<file path="config.mk">
export PLATFORM = sky130hd
export DESIGN_NAME = mat_feeder
export DESIGN_NICKNAME = d
export VERILOG_FILES = /design/src/rtl/tpu_pkg.sv /design/src/rtl/mat_buf.sv /design/src/rtl/mat_feeder.sv
export SDC_FILE = /design/constraint.sdc
export NUM_CORES = 1
export LEC_CHECK = 0
export ABC_CLOCK_PERIOD_IN_PS = 3250
export CORE_UTILIZATION = 55
export DETAILED_ROUTE_END_ITERATION = 10
export HOLD_SLACK_MARGIN = 0.03
export PLACE_DENSITY = 0.79
export SETUP_SLACK_MARGIN = 0.1
export SLEW_MARGIN = 20
export SYNTH_ARGS = -nofsm -noshare
export SYNTH_HDL_FRONTEND = slang
export SYNTH_HIERARCHICAL = 1
export SYNTH_SLANG_ARGS = --single-unit
</file>
<file path="constraint.sdc">
create_clock -name clk -period 3.25 [get_ports clk]
set_input_delay 0.65 -clock clk [delete_from_list [all_inputs] [get_ports clk]]
set_output_delay 0.65 -clock clk [all_outputs]
set_load 0.05 [all_outputs]
</file>
<file path="src/rtl/tpu_pkg.sv">
// tpu_pkg: shared widths, matrix geometry and element address map for the feeder.
package tpu_pkg;
  localparam int DATA_W_DEF = 8;
  localparam int MAT_DIM    = 2;
  localparam int NUM_ELEMS  = 8;
  localparam int W00 = 0;
  localparam int W01 = 1;
  localparam int W10 = 2;
  localparam int W11 = 3;
  localparam int A00 = 4;
  localparam int A01 = 5;
  localparam int A10 = 6;
  localparam int A11 = 7;
  localparam logic [2:0] SLOT_CLR = 3'd5;
endpackage

</file>
<file path="src/rtl/mat_buf.sv">
// mat_buf: 8-entry element register file with a written-mask that tracks load completeness.
module mat_buf
  import tpu_pkg::*;
#(
  parameter int DATA_W = DATA_W_DEF
) (
  input  logic                          clk,
  input  logic                          rst_n,
  input  logic                          we,
  input  logic [2:0]                    waddr,
  input  logic [DATA_W-1:0]             wdata,
  input  logic                          clr_mask,
  output logic [NUM_ELEMS*DATA_W-1:0]   mem,
  output logic [NUM_ELEMS-1:0]          mask
);
  logic [NUM_ELEMS*DATA_W-1:0] mem_d, mem_q;
  logic [NUM_ELEMS-1:0]        mask_d, mask_q;
  always_comb begin
    mem_d  = mem_q;
    mask_d = clr_mask ? '0 : mask_q;
    if (we) begin
      mem_d[int'(waddr)*DATA_W +: DATA_W] = wdata;
      mask_d[waddr] = 1'b1;
    end
  end
  always_ff @(posedge clk) begin
    if (!rst_n) begin
      mem_q  <= '0;
      mask_q <= '0;
    end else begin
      mem_q  <= mem_d;
      mask_q <= mask_d;
    end
  end
  assign mem  = mem_q;
  assign mask = mask_q;
endmodule

</file>
<file path="src/rtl/mat_feeder.sv">
// mat_feeder: loads a 2x2 weight and input matrix, then feeds them skewed to a 2x2 MMU.
// Optional MAT_FEEDER_LOAD_CHECK_EN builds the sticky load_err protocol checker.
module mat_feeder
  import tpu_pkg::*;
#(
  parameter int DATA_W = DATA_W_DEF
) (
  input  logic              clk,
  input  logic              rst_n,
  input  logic [DATA_W-1:0] host_data,
  input  logic              wm_load_mat,
  input  logic [2:0]        wm_addr,
  input  logic              feeding_en,
  input  logic [2:0]        mmu_cycles,
  output logic [DATA_W-1:0] a_row0,
  output logic [DATA_W-1:0] a_row1,
  output logic [DATA_W-1:0] b_col0,
  output logic [DATA_W-1:0] b_col1,
  output logic              feed_valid,
  output logic              load_done,
  output logic              load_err
);
  logic [NUM_ELEMS*DATA_W-1:0] mem;
  logic [NUM_ELEMS-1:0]        mask;
  logic [DATA_W-1:0]           e [NUM_ELEMS];
  logic s0, s1, s2;
  logic [DATA_W-1:0] a_row0_d, a_row0_q, a_row1_d, a_row1_q;
  logic [DATA_W-1:0] b_col0_d, b_col0_q, b_col1_d, b_col1_q;
  logic feed_valid_d, feed_valid_q;
  mat_buf #(.DATA_W(DATA_W)) u_buf (
    .clk      (clk),
    .rst_n    (rst_n),
    .we       (wm_load_mat && !feeding_en),
    .waddr    (wm_addr),
    .wdata    (host_data),
    .clr_mask (feeding_en && mmu_cycles == SLOT_CLR),
    .mem      (mem),
    .mask     (mask)
  );
  always_comb begin
    for (int i = 0; i < NUM_ELEMS; i++) e[i] = mem[i*DATA_W +: DATA_W];
    s0 = feeding_en && mmu_cycles == 3'd0;
    s1 = feeding_en && mmu_cycles == 3'd1;
    s2 = feeding_en && mmu_cycles == 3'd2;
    a_row0_d     = s0 ? e[A00] : s1 ? e[A01] : '0;
    a_row1_d     = s1 ? e[A10] : s2 ? e[A11] : '0;
    b_col0_d     = s0 ? e[W00] : s1 ? e[W10] : '0;
    b_col1_d     = s1 ? e[W01] : s2 ? e[W11] : '0;
    feed_valid_d = s0 || s1 || s2;
  end
  always_ff @(posedge clk) begin
    if (!rst_n) begin
      a_row0_q     <= '0;
      a_row1_q     <= '0;
      b_col0_q     <= '0;
      b_col1_q     <= '0;
      feed_valid_q <= 1'b0;
    end else begin
      a_row0_q     <= a_row0_d;
      a_row1_q     <= a_row1_d;
      b_col0_q     <= b_col0_d;
      b_col1_q     <= b_col1_d;
      feed_valid_q <= feed_valid_d;
    end
  end
  assign a_row0     = a_row0_q;
  assign a_row1     = a_row1_q;
  assign b_col0     = b_col0_q;
  assign b_col1     = b_col1_q;
  assign feed_valid = feed_valid_q;
  assign load_done  = &mask;
`ifdef MAT_FEEDER_LOAD_CHECK_EN
  logic load_err_d, load_err_q;
  // Error on starting a feed before the load completes, or on a write dropped during feeding.
  always_comb
    load_err_d = load_err_q || (s0 && !(&mask)) || (wm_load_mat && feeding_en);
  always_ff @(posedge clk) begin
    if (!rst_n) load_err_q <= 1'b0;
    else        load_err_q <= load_err_d;
  end
  assign load_err = load_err_q;
`else
  assign load_err = 1'b0;
`endif
endmodule
</file>
==> results.yml <==
run_status:
  status: "finished clean"
worst_setup_path:
  worstPathRequired_ps: 3540
  crit_chain: "clkdlybuf4s50_1, inv_1, ha_1, ha_1, buf_4, nand4_1, mux2i_1"
  crit_path_top_delay_cell: "nand4_1"
  end_kind: "flip-flop"
  crit_path_max_fanout: 15
  crit_cells: 7
  crit_arrival_ps: 2740
  crit_type: "in2reg"
  critical_path_buf_inv_count: 3
  reg2reg_depth: 3
  cpPeakStageDelay_ps: 490
  cpMostUsedCell: "ha_1"
  start_kind: "input port"
  cp_top_family: "buffers and inverters"
yosys:
  async_flop_share_pct: 0
  avgSynthCellArea_um2: 9.86
  synth_warnings: 6
  synth_cell_types: 38
  yosysSeqAreaShare_pct: 47.2
  ys.flop_type: "dfxtp_1"
  netlist.top_cell.by_area: "dfxtp_1"
  synth_top_area_share_pct: 47.2
  synth_cells: 452
  synth_edf_count: 0
  ys_ff_latch: 105
  synth_area_leaders: "dfxtp_1 47%, mux2i_1 18%, nand2_1 7.7%, nand3b_1 5.4%, nor2_4 2.5%"
  syn_nets: 476
  syn_area_um2: 4460
grt:
  grt_pass1_vias: 3194
  antenna_found_initial: 0
  gr-total-overflow: 0
  grt_pass1_wl_mm: 15.6
  grt_use_total_pct: 23.8
  grt_max_degree: 45
floorplanning:
  die_y_um: 92.0
  rows: 32
  die_w_um: 92.0
  core_um2: 7770
  dieArea_um2: 8470
  io_pins: 53
  start_util_pct: 57.4
cells_and_area:
  final_cell_mix: "105 x dfxtp_1, 92 x nand2_1, 80 x mux2i_1, 49 x clkdlybuf4s50_1, 32 x nand3b_1"
  finish.utilization_pct: 67.5
  synthToLayoutAreaGrowth_pct: 17.6
  final_nets: 521
  stdcell_area_um2: 5240
  fill_cells: 627
  layout_commonest_cell: "dfxtp_1"
  drive_gt1_share_pct: 10.8
  antenna_cells: 0
sta:
  hold_viol: 0
  timing.fmax_mhz: 408
  layout_min_cycle_time_ps: 2450
  slew_violations: 0
  relSlewSlack_pct: 53.8
  worst_slew_pin_slew_ps: 692
  clock-skew-final_ps: 6.74
  setup_ws_ps: 796
  final.setup.tns_ps: 0
  finalSetupViolations: 0
  timing.final.crit_share_pct: 75.5
  rsz0062_at_grt: "false"
power_and_ir_drop:
  power.density_nw_per_um2: 453
  ir_drop_mv: 0.223
  power_leakage_uw: 0.00185
hold_path:
  hold_class: "reg2reg"
  holdPathStages: 2
route:
  drcViolationCount: 0
  drtPass1Iterations: 4
  wl_mm: 9.54
  wl_per_cell_um: 15.8
  vias: 3325
  initialDrtViolationCount: 192
  ant_nets: 0
  drt-vias-per-instance: 5.50
run:
  maxCapViolCount: 0
clock_tree:
  cts_tree: "built"
  h-tree-depth: 3
  cts_resized: 0
  hold_buffers: 0
  clkTransAtPathRegs_ps: 100
  worstSkewPairLatency_ps: 370
  clock-sinks: 105
  cts_root_buf: "clkbuf_8"
  clockBufferDepth: 2
  cts_made_buffers: 9
  post_cts_buffers: 0
place:
  dpl.hpwl_mm: 6.54
  gp_congestion: 0.822
  io_buffers: 51
  post-place-ws_ps: 438
  placed_area_um2: 5020
routing by layer:
metal	vias up	routed length (um)	GRT usage, %
met2	76	4770	40.1
li1	1631	-	-
met1	1604	4150	30.5
met5	-	0	0
met4	0	180	9.64
met3	14	445	3.32
power by group:
group | total (uW) | switching, uW | internal, uW | leakage, uW
combinational | 177 | 111 | 65.9 | 0.000899
sequential | 1290 | 3.02 | 1290 | 0.000846
clock | 906 | 450 | 456 | 0.000109
cell usage after synthesis, drive strengths merged, types with 3 or more instances:
master    n
a21oi    17
and2      8
buf      21
clkbuf   13
dfxtp   105
ha        6
inv      11
mux2i    80
nand2    92
nand2b    3
nand3    12
nand3b   33
nand4     8
nor2     17
nor3      4
o22ai     4
o32ai     4
worst paths after layout:
path	from	to	slack [ps]
max	wm_addr[1]	u_buf/mem[27]$_SDFFE_PN0P_	800
min reg2reg	u_buf/mem[57]$_SDFFE_PN0P_	u_buf/mem[57]$_SDFFE_PN0P_	460
max reg2reg	u_buf/mask[0]$_SDFF_PN0_	u_buf/mask[0]$_SDFF_PN0_	2510
min	u_buf/mem[57]$_SDFFE_PN0P_	u_buf/mem[57]$_SDFFE_PN0P_	460
area by class of cell:
cell class	instances	area, um2	area share [%]
multi-input combinational	302	2120	40.4
timing repair buffer	68	628	12.0
clock buffer	10	138	2.62
inverter	11	41.3	0.787
clock inverter	6	88.8	1.69
sequential	105	2100	40.1
tap	102	128	2.43
cells by family (layout without fill, tap and decap cells):
| kind of cell | Yosys count | in the layout | synth area share [%] |
|---|---|---|---|
| multiplexers | 80 | 80 | 18.0 |
| other | 1 | 1 | 0.0841 |
| flip-flops | 105 | 105 | 47.2 |
| adder cells (fa/ha/maj) | 6 | 6 | 1.68 |
| AND/OR/NAND/NOR | 189 | 189 | 24.4 |
| AO/OA/AOI/OAI | 26 | 26 | 3.42 |
| buffers and inverters | 45 | 95 | 5.33 |
through the flow:
stage	hold WS, ps	instances	power [uW]
after floorplan	434	452	1440
after global placement	441	588	1500
after CTS	467	604	2390
after detailed placement	449	588	1500
after global routing	473	604	2470
final	463	604	2380
sequential cells by signal, summed over array words and instances (netlist names):
signal / count
u_buf/mem: 64
a_row0: 8
a_row1: 8
b_col0: 8
b_col1: 8
u_buf/mask: 8
feed_valid: 1
worst reg2reg max path: cells and delay by family, from the launching register on:
kind                   cells  cell delay [ps]
AO/OA/AOI/OAI              1              110
AND/OR/NAND/NOR            1              160
buffers and inverters      1               60
flip-flops                 1              360
(Power assumes the default switching activity.)
